## config.mk

```make
export PLATFORM = sky130hd
export DESIGN_NAME = trng_sched
export DESIGN_NICKNAME = d
export VERILOG_FILES = /design/src/rtl/trng_pkg.sv /design/src/rtl/trng_rct.sv /design/src/rtl/trng_sched.sv
export SDC_FILE = /design/constraint.sdc
export NUM_CORES = 1
export LEC_CHECK = 0
export CORE_ASPECT_RATIO = 1.75
export CORE_MARGIN = 3
export CORE_UTILIZATION = 50
export CTS_BUF_LIST = sky130_fd_sc_hd__clkbuf_2
export DETAILED_ROUTE_END_ITERATION = 16
export GPL_ROUTABILITY_DRIVEN = 0
export MAX_ROUTING_LAYER = met4
export PLACE_DENSITY = 0.73
export SLEW_MARGIN = 10
export SYNTH_ARGS = -nofsm -noshare
export SYNTH_HDL_FRONTEND = slang
export SYNTH_SLANG_ARGS = --single-unit
```

## constraint.sdc

```tcl
create_clock -name clk -period 2.1 [get_ports clk]
set_input_delay 0.63 -clock clk [delete_from_list [all_inputs] [get_ports clk]]
set_output_delay 0.63 -clock clk [all_outputs]
set_load 0.02 [all_outputs]
```

## src/rtl/trng_pkg.sv

```systemverilog
// Shared types and widths for the TRNG sample scheduler.
package trng_pkg;
   typedef enum logic [1:0] {
      ST_WARMUP = 2'd0,
      ST_RUN    = 2'd1,
      ST_FAULT  = 2'd2
   } trng_state_t;

   localparam int DATA_W     = 8;
   localparam int NUM_REQ    = 2;
   localparam int WARM_CNT_W = 16;
   localparam int REP_CNT_W  = 4;
endpackage

```

## src/rtl/trng_rct.sv

```systemverilog
// Repetition count health test: flags the capture at which a run of identical
// samples reaches LIMIT.
module trng_rct
   import trng_pkg::*;
#(
   parameter int LIMIT = 4
) (
   input  logic              clk,
   input  logic              n_reset,
   input  logic [DATA_W-1:0] i_sample,
   input  logic              i_capture,
   input  logic              i_restart,
   output logic              o_fail
);

   logic [DATA_W-1:0]    r_prev;
   logic [REP_CNT_W-1:0] r_rep;
   logic [REP_CNT_W-1:0] w_rep_nxt;

   // r_rep == 0 marks "no capture yet", so the first capture always starts a new run
   assign w_rep_nxt = (r_rep != '0 && i_sample == r_prev) ? r_rep + REP_CNT_W'(1)
                                                          : REP_CNT_W'(1);
   assign o_fail    = i_capture && (w_rep_nxt == REP_CNT_W'(LIMIT));

   always_ff @(posedge clk) begin
      if (!n_reset) begin
         r_rep  <= '0;
         r_prev <= '0;
      end else if (i_restart) begin
         r_rep  <= '0;
      end else if (i_capture) begin
         r_rep  <= w_rep_nxt;
         r_prev <= i_sample;
      end
   end

endmodule

```

## src/rtl/trng_sched.sv

```systemverilog
// TRNG scheduler: warms up the entropy source, health-tests each capture and
// hands captured bytes to two requesters round-robin, each byte at most once.
module trng_sched
   import trng_pkg::*;
#(
   parameter int WARMUP_CYCLES = 64,
   parameter int RCT_LIMIT     = 4
) (
   input  logic                clk,
   input  logic                n_reset,
   input  logic [DATA_W-1:0]   src_data,
   output logic                src_en,
   input  logic [NUM_REQ-1:0]  req,
   output logic [NUM_REQ-1:0]  gnt,
   output logic [DATA_W-1:0]   data_out,
   output logic                valid_out,
   output logic                fault,
   input  logic                clr_fault
);

   trng_state_t          r_state, w_state_nxt;
   logic [WARM_CNT_W-1:0] r_warm_cnt;
   logic [DATA_W-1:0]    r_smp;
   logic                 r_smp_valid;
   logic                 r_last;
   logic [NUM_REQ-1:0]   r_gnt;
   logic [DATA_W-1:0]    r_data;
   logic                 r_valid;
   logic                 r_fault;
   logic                 r_src_en;

   logic                 w_run;
   logic                 w_rct_fail;
   logic                 w_grant_en;
   logic                 w_pick;
   logic [NUM_REQ-1:0]   w_gnt;

   assign w_run = (r_state == ST_RUN);

   trng_rct #(.LIMIT(RCT_LIMIT)) u_rct (
      .clk       (clk),
      .n_reset   (n_reset),
      .i_sample  (src_data),
      .i_capture (w_run),
      .i_restart (!w_run),
      .o_fail    (w_rct_fail)
   );

   always_ff @(posedge clk) begin
      if (!n_reset) r_state <= ST_WARMUP;
      else          r_state <= w_state_nxt;
   end

   always_comb begin
      w_state_nxt = r_state;
      case (r_state)
         ST_WARMUP: if (r_warm_cnt == WARM_CNT_W'(WARMUP_CYCLES - 1)) w_state_nxt = ST_RUN;
         ST_RUN:    if (w_rct_fail) w_state_nxt = ST_FAULT;
         ST_FAULT:  if (clr_fault)  w_state_nxt = ST_WARMUP;
         default:   w_state_nxt = ST_WARMUP;
      endcase
   end

   // Both requesting: serve the one not granted last; otherwise the lone requester.
   always_comb begin
      w_grant_en = w_run && !w_rct_fail && r_smp_valid && (req != '0);
      w_pick     = (req == 2'b11) ? ~r_last : req[1];
      w_gnt      = '0;
      if (w_grant_en) w_gnt = w_pick ? 2'b10 : 2'b01;
   end

   always_ff @(posedge clk) begin
      if (!n_reset) begin
         r_warm_cnt  <= '0;
         r_smp       <= '0;
         r_smp_valid <= 1'b0;
         r_last      <= 1'b1;
         r_gnt       <= '0;
         r_data      <= '0;
         r_valid     <= 1'b0;
         r_fault     <= 1'b0;
         r_src_en    <= 1'b0;
      end else begin
         r_src_en    <= (w_state_nxt != ST_FAULT);
         r_fault     <= (w_state_nxt == ST_FAULT);
         r_warm_cnt  <= (r_state == ST_WARMUP && w_state_nxt == ST_WARMUP)
                        ? r_warm_cnt + WARM_CNT_W'(1) : '0;
         // A fresh capture every RUN edge replaces smp, so no byte is delivered twice
         if (w_run) r_smp <= src_data;
         r_smp_valid <= w_run && !w_rct_fail;
         r_gnt       <= w_gnt;
         r_valid     <= w_grant_en;
         if (w_grant_en) begin
            r_data <= r_smp;
            r_last <= w_pick;
         end
      end
   end

   assign src_en    = r_src_en;
   assign gnt       = r_gnt;
   assign data_out  = r_data;
   assign valid_out = r_valid;
   assign fault     = r_fault;

endmodule

```

# Word-level counts from Yosys, hierarchy flattened
# Index checks and enable logic that the tools add are counted.
[classes]
add_sub_neg = 2
multipliers = 0
n_div = 0
magnitude_cmp = 0
n_eq_ne = 8
shift = 0
n_mux = 7
bitwise_logic = 1
reduce_logical = 14
[ops]
columns = ["cell", "n"]
rows = [
  ["$add 16x1->16 const B", 1],
  ["$eq 16x6->1 const B", 1],
  ["$eq 8x8->1", 1],
  ["$mux 2", 4],
  ["$eq 2x2->1 const B", 3],
  ["$logic_and 1x1->1", 6],
  ["$pmux 2 s3", 1],
  ["$reduce_and 2->1", 3],
  ["$add 4x1->4 const B", 1],
  ["$eq 4x3->1 const B", 1],
  ["$logic_not 2->1", 2],
  ["$mux 4", 1],
  ["$reduce_bool 4->1", 1],
  ["$eq 2x1->1 const B", 1],
  ["$ne 2x2->1 const B", 1],
  ["$reduce_bool 2->1", 1],
  ["$logic_not 1->1", 1],
  ["$mux 1", 1],
  ["$not 1->1", 1],
]
[word_totals]
ff_bits = 45
latchBits = 0
ramBits = 0
rom_bits = 0
in_bits = 13
out_inout_bits = 13
word_cells = 43
memories = 0

# Depth between registers and ports, before layout
# Gate-level depths: netlist (run 1).
[logic_depth]
ltp_word = 10
depth_mapped = 8
depth_no_buf = 6

# Cells and area by module
# From an unflattened synthesis (run 1), not the netlist that was laid out.
[unflattened]
cells_unflattened = 237
area_unflattened_um2 = 2258.4
[by_module_without_submodules]
columns = ["mod", "instances", "cells_each", "area_per_inst_um2", "seq_area_each_um2"]
rows = [
  ["trng_sched", 1, 166, 1581.5, 820.8],
  ["trng_rct", 1, 71, 676.9, 240.2],
]

# Worst setup path before layout (run 1)
# OpenSTA, ideal clock, no wires.
[synth_timing]
path_type = "input to register"
start = "in src_data[5]"
end = "reg r_last"
setup_time_ps = 115
arrival_time_ps = 1803
required_time_ps = 1985
slack_ps = 182
cell_stages = 6
path_buffers = 1
cell_sequence = "xor2_1 > a2111oi_0 > and4_1 > buf_2 > nor2_4 > o21ba_2"
[synth_between]
elab_chain_len = 9
[synth_rtl]
columns = ["item", "line_no", "text"]
rows = [
  ["from (decl)", "trng_sched.sv:11", "input logic [DATA_W-1:0] src_data,"],
  ["$eq 8x8->1", "trng_rct.sv:21", "assign w_rep_nxt = (r_rep != '0 && i_sample == r_prev) ? r_rep + REP_CNT_W'(1)"],
  ["$logic_and 1x1->1", "trng_rct.sv:21", ""],
  ["$mux 4", "trng_rct.sv:21", ""],
  ["$eq 4x3->1", "trng_rct.sv:23", "assign o_fail = i_capture && (w_rep_nxt == REP_CNT_W'(LIMIT));"],
  ["$logic_and 1x1->1", "trng_rct.sv:23", ""],
  ["$logic_not 1->1", "trng_sched.sv:66", "w_grant_en = w_run && !w_rct_fail && r_smp_valid && (req != '0);"],
  ["$logic_and 1x1->1 (3 in series)", "trng_sched.sv:66", ""],
  ["to (signal assigned)", "trng_sched.sv:95", "r_last <= w_pick;"],
  ["to (decl)", "trng_sched.sv:25", "logic r_last;"],
]
# No other way between the ends.
# A chain may end at the register's enable or synchronous reset.

# Worst setup path in the final report (run 1)
# Ends and elaborated chain as after synthesis.

==> results of run 1 <==
==> state kept, by name, summed over array words and instances, names as in the netlist <==
name / count
src_en: 1
fault: 1
r_smp_valid: 1
u_rct.r_rep: 4
gnt: 2
valid_out: 1
data_out: 8
u_rct.r_prev: 8
r_state: 2
r_last: 1
r_warm_cnt: 16
==> cell families after synthesis <==
group | count (synthesis) | synth area share (%)
adder cells (fa/ha/maj) | 3 | 1.88
XOR/XNOR | 25 | 10.9
flip-flops | 45 | 45.0
AO/OA/AOI/OAI | 14 | 5.13
AND/OR/NAND/NOR | 108 | 29.0
multiplexers | 8 | 4.00
buffers and inverters | 13 | 4.06
==> worst max-delay path, stage by stage <==
cell and delay [ns]:
clkdlybuf4s50_1 0.44, xor2_1 0.15, a2111oi_1 0.44, and4_2 0.39, nor2_4 0.11, o21ba_2 0.21
==> layout make-up <==
class,count,area [um^2]
flip-flops and latches,45,901
clock inverters,3,41.3
inverters,4,15.0
repair buffers,32,340
well taps,46,57.6
multi-input cells,158,1020
clock buffers,5,25.0
fillers,332,1340
==> final timing paths <==
check	endpoint	slack [ns]	cells past startpoint
max	r_last	0.06	6
max reg2reg	r_last	0.25	6
min	r_warm_cnt[0]	0.47	1
min reg2reg	r_warm_cnt[0]	0.47	1
==> power by group <==
group / switching, uW / leakage (uW) / total, uW / internal [uW]
sequential: 4.26 / 0.000363 / 866 / 862
clock: 272 / 0.0000366 / 469 / 197
combinational: 39.3 / 0.000643 / 82.4 / 43.0
==> cells in the final DEF, fill, tap and decap left out, types with 5 or more instances in the layout <==
cell type	count
nor2_4	9
xnor2_1	6
clkbuf_2	5
nand4_1	5
mux2i_1	8
dlymetal6s2s_1	10
a21boi_0	8
clkdlybuf4s50_1	15
nand2_1	43
dfxtp_1	45
xor2_1	19
buf_4	6
nor2_1	17
==> synth_stat cells <==
| cell | n | share of area (%) |
|---|---|---|
| a2111oi_0 | 1 | 0.44 |
| a21boi_0 | 8 | 3.0 |
| a21oi_1 | 3 | 0.75 |
| a22o_1 | 1 | 0.44 |
| and2_1 | 3 | 0.94 |
| and2_4 | 1 | 0.44 |
| and3_1 | 4 | 1.2 |
| and4_1 | 2 | 0.88 |
| and4_4 | 1 | 0.56 |
| buf_12 | 1 | 1.0 |
| buf_2 | 1 | 0.25 |
| buf_6 | 2 | 1.1 |
| clkbuf_1 | 5 | 0.94 |
| dfxtp_1 | 45 | 45 |
| ha_1 | 3 | 1.9 |
| inv_1 | 4 | 0.75 |
| mux2i_1 | 8 | 4.0 |
| nand2_1 | 43 | 8.1 |
| nand2b_1 | 4 | 1.2 |
| nand3_1 | 3 | 0.75 |
| nand3b_1 | 1 | 0.38 |
| nand4_1 | 5 | 1.6 |
| nor2_1 | 17 | 3.2 |
| nor2_2 | 2 | 0.62 |
| nor2_4 | 9 | 5.1 |
| nor2b_1 | 4 | 1.2 |
| nor3_1 | 3 | 0.75 |
| nor3b_1 | 1 | 0.38 |
| nor4_1 | 2 | 0.62 |
| o21ba_2 | 1 | 0.50 |
| or2b_1 | 1 | 0.38 |
| or3_1 | 1 | 0.31 |
| or4_1 | 1 | 0.38 |
| xnor2_1 | 6 | 2.6 |
| xor2_1 | 19 | 8.3 |
==> metrics by stage <==
stage / utilization (%) / hold WS [ns] / instance area (um^2) / setup WS, ns / cells
final: 64.3 / 0.474 / 2400 / 0.0604 / 293
after global placement: 61.8 / 0.439 / 2310 / -0.498 / 285
after CTS: 63.6 / 0.481 / 2380 / 0.000334 / 293
after detailed placement: 61.8 / 0.445 / 2310 / -0.529 / 285
after global routing: 64.3 / 0.491 / 2400 / 0.00794 / 293
after floorplan: - / 0.423 / 2000 / 0.182 / 216
==> layer usage <==
| layer | track usage (%) | vias to the layer above | share of wire [%] | wire length (um) |
|---|---|---|---|---|
| met5 | - | - | 0 | 0 |
| met4 | 6.40 | 0 | 1.7 | 61 |
| met3 | 4.14 | 6 | 3.0 | 110 |
| met2 | 29.9 | 24 | 55 | 2000 |
| met1 | 17.7 | 664 | 40 | 1460 |
| li1 | - | 766 | - | - |
==> repair_timing <==
item / 4_1_cts / 5_1_grt
gates cloned: 0 / 0
setup endpoints to repair: 2 / 12
hold buffers: 0 / 0
resized for setup: 1 / 11
pin swaps: 0 / 0
==> impl_metrics.py, run 1 <==
metrics = {
    "run_status": {
        "status": "finished, final reports clean",
    },
    "clock_network": {
        "cts_buffer_depth": 2,
        "clk_latency_ns": 0.41,
        "clkSinkCount": 45,
        "cts_made_buffers": 5,
        "cts.reportedPaths.clkPinSlew_ns": 0.24,
        "clockRootBuffer": "clkbuf_2",
        "postCtsSetupRepairBufs": 0,
        "htree_levels": 2,
        "cts_tree": "yes",
    },
    "pwr": {
        "power_uw": 1420,
        "power_density_nw_per_um2": 590,
        "ir_drop_mv": 0.379,
        "p_leak_uw": 0.00104,
    },
    "timing": {
        "finalCritPeriodShare_pct": 97.1,
        "fmax_ghz": 0.490,
        "finalCriticalPeriod_ns": 2.04,
        "drv_slew": 0,
        "setup_viol": 0,
        "fin_skew_ns": 0.0296,
        "finalHoldViolCount": 0,
        "tns_ns": 0,
        "grt_setup_unrepaired": "no",
        "worst_slew_pin_slew_ns": 0.421,
        "relSlewSlack_pct": 71.9,
    },
    "synth": {
        "synthesis.instances": 216,
        "netlist-cell-type-count": 35,
        "yosysSeqAreaShare_pct": 45.0,
        "syn_nets": 232,
        "syn_area_per_cell_um2": 9.27,
        "syn-cell-area_um2": 2000,
        "ys_ff_latch": 45,
        "yosysWarningCount": 0,
    },
    "drt": {
        "wl_per_cell_um": 12.4,
        "drt_iter0_markers": 16,
        "wl_mm": 3.63,
        "firstDrtPassIters": 4,
        "drc": 0,
        "ant_nets": 0,
        "via_count": 1460,
        "viasPerCell": 4.98,
    },
    "floorplanning": {
        "rows": 29,
        "die_x_um": 53.8,
        "io_pins": 26,
        "core-area_um2": 3740,
        "initial_core_util_pct": 53.6,
        "dieArea_um2": 4830,
        "die_h_um": 89.7,
    },
    "finish": {
        "area_delta_synth_final_pct": 20.0,
        "drive_gt1_share_pct": 11.7,
        "nets": 262,
        "diodes": 0,
    },
    "global_route": {
        "grt_max_degree": 19,
        "grtUsageTotal_pct": 17.2,
        "grt_pass1_wl_mm": 6.05,
        "grt_overflow": 0,
        "grt_pass1_vias": 1402,
        "antenna_found_initial": 0,
    },
    "run": {
        "drv_cap": 0,
    },
    "critical_path": {
        "worstSetupEndpointType": "register",
        "cp-startpoint": "src_data[5]",
        "required_ns": 2.45,
        "critPathMaxFanout": 9,
        "critPathArrivalTime_ns": 2.39,
        "critical_path.startpoint_type": "primary input",
        "crit_type": "in -> reg",
        "reg2reg_from": "u_rct.r_rep[1]",
    },
    "min_path": {
        "hold_path.class": "reg -> reg",
        "hold_start": "r_warm_cnt[0]",
    },
    "placement": {
        "numPortBuffers": 25,
        "place_hpwl_mm": 2.81,
    },
}
(Power assumes the default switching activity.)
==> run 2: changes to the inputs <==
Settings changed: CORE_ASPECT_RATIO 1.75 to 1.5, HOLD_SLACK_MARGIN set to 0.08.
==> run 2 against run 1 <==
Compared with the run above: setup slack gained 0.026 ns; flip-flop and latch count is the same; combinational power shrank 3.0%; clock-buffer cell count is the same; worst hold slack lost 0.0080 ns; clock skew shrank 0.0035 ns; clock power grew 26%; final cell count shrank 1.4%; critical path depth is the same; register-to-register slack lost 0.06 ns; final area grew 0.42%.
==> impl_metrics.py, run 2 (synthesis gave the netlist of run 1 again) <==
metrics = {
    "finish": {
        "nets": 261,
        "mostFrequentLayoutCells": "dfxtp_1, nand2_1, xor2_1",
        "stdcell_area_um2": 2410,
        "drive_gt1_share_pct": 11.8,
        "largest_register": "r_warm_cnt",
        "area_delta_synth_final_pct": 20.5,
        "largest_register_ffs": 16,
        "instances_no_fill": 289,
        "diodes": 0,
        "layout_commonest_cell": "dfxtp_1",
    },
    "floorplanning": {
        "core-area_um2": 3750,
        "rows": 27,
        "dieArea_um2": 4810,
        "io_pins": 26,
        "initial_core_util_pct": 53.4,
        "die_x_um": 57.7,
        "die_h_um": 83.5,
    },
    "critical_path": {
        "path_buf_inv": 1,
        "reg2reg_from": "u_rct.r_rep[0]",
        "path_cells": "clkdlybuf4s50_1 > xor2_1 > a2111oi_1 > and4_2 > a21oi_1 > and2_1",
        "critPathMaxFanout": 5,
        "slowest_delay_ns": 0.43,
        "critPathArrivalTime_ns": 2.34,
        "cp-startpoint": "src_data[5]",
        "crit_slowest_cell": "clkdlybuf4s50_1",
        "worstSetupEndpointType": "register",
        "required_ns": 2.42,
        "worst_path_dominant_cell_family": "simple AND/OR/NAND/NOR gates",
        "critical_path.startpoint_type": "primary input",
        "crit_type": "in -> reg",
    },
    "global_route": {
        "grt_pass1_vias": 1426,
        "grt_max_degree": 26,
        "grt_overflow": 0,
        "grt_pass1_wl_mm": 6.27,
        "grtUsageTotal_pct": 17.1,
        "antenna_found_initial": 0,
    },
    "drt": {
        "wl_met2_mm": 1.88,
        "wl_met3_um": 106,
        "via_count": 1465,
        "wl_mm": 3.52,
        "top_layer": "met4",
        "wl_met1_mm": 1.45,
        "firstDrtPassIters": 4,
        "drc": 0,
        "wl_per_cell_um": 12.2,
        "drt_iter0_markers": 19,
        "ant_nets": 0,
        "viasPerCell": 5.07,
    },
    "run_status": {
        "status": "finished, final reports clean",
    },
    "pwr": {
        "power_density_nw_per_um2": 638,
        "pwr-share-comb_pct": 5.2,
        "pwr-share-seq_pct": 56.3,
        "p_sw_uw": 317,
        "ir_drop_mv": 0.647,
        "p_leak_uw": 0.00105,
        "p_sw_share_pct": 20.6,
        "internal_power_uw": 1220,
        "clkPwrFrac_pct": 38.5,
    },
    "clock_network": {
        "cts.reportedPaths.clkPinSlew_ns": 0.20,
        "htree_levels": 2,
        "cts_buffer_depth": 2,
        "cts_made_buffers": 5,
        "clkSinkCount": 45,
        "cts_tree": "yes",
        "clockRootBuffer": "clkbuf_2",
        "clk_latency_ns": 0.42,
    },
    "min_path": {
        "hold_path.class": "reg -> reg",
        "hold_start": "r_warm_cnt[0]",
    },
    "timing": {
        "fin_skew_ns": 0.0260,
        "setup_viol": 0,
        "drv_slew": 0,
        "finalCritPeriodShare_pct": 95.9,
        "finalHoldViolCount": 0,
        "worst_slew_pin_slew_ns": 0.508,
        "finalCriticalPeriod_ns": 2.01,
        "relSlewSlack_pct": 66.0,
        "fmax_ghz": 0.497,
    },
    "placement": {
        "numPortBuffers": 25,
        "place_area_um2": 2300,
        "dp_cells": 281,
        "place_hpwl_mm": 2.62,
    },
    "run": {
        "drv_cap": 0,
    },
}
run 2: per-layer routing:
layer	up-vias	global-route usage, %
li1	760	-
met5	-	-
met3	8	4.64
met2	19	29.0
met1	678	18.3
met4	0	7.17
run 2: path summary, 6_finish.rpt:
check                  end  slack (ns)  cells after the start
min reg2reg  r_warm_cnt[0]        0.47                      1
max reg2reg         src_en        0.19                      6
max                 src_en        0.09                      6
min          r_warm_cnt[0]        0.47                      1
run 2: repair_timing:
action,4_1_cts,5_1_grt
hold buffers,0,0
setup buffers,0,0
gates resized for setup,0,11
setup endpoints to repair,0,16
run 2: area by class of cell:
cell class / count / area, um^2
clock buffers: 5 / 25.0
clock inverters: 3 / 65.1
fillers: 334 / 1340
inverters: 4 / 15.0
multi-input cells: 158 / 1020
flip-flops and latches: 45 / 901
well taps: 43 / 53.8
repair buffers: 31 / 330
run 2: per-stage QoR:
| step | hold slack (ns) | worst slack [ns] | total power, uW | util [%] | TNS [ns] |
|---|---|---|---|---|---|
| CTS | 0.472 | 0.00345 | 1560 | 63.7 | 0 |
| global placement | 0.436 | -0.375 | 964 | 61.3 | -5.25 |
| global route | 0.488 | -0.0193 | 1600 | 64.3 | -0.0193 |
| floorplan | 0.423 | 0.182 | 928 | - | 0 |
| detailed placement | 0.439 | -0.388 | 964 | 61.3 | -5.48 |
| finish | 0.466 | 0.0863 | 1540 | 64.3 | 0 |
run 2: power by group through the flow:
stage | sequential [uW] | clock, uW | combinational [uW]
after floorplan | 883 | 0 | 44.8
after global placement | 883 | 0 | 80.7
after detailed placement | 883 | 0 | 80.8
after CTS | 867 | 612 | 81.0
after global routing | 869 | 639 | 88.1
final | 866 | 593 | 79.9
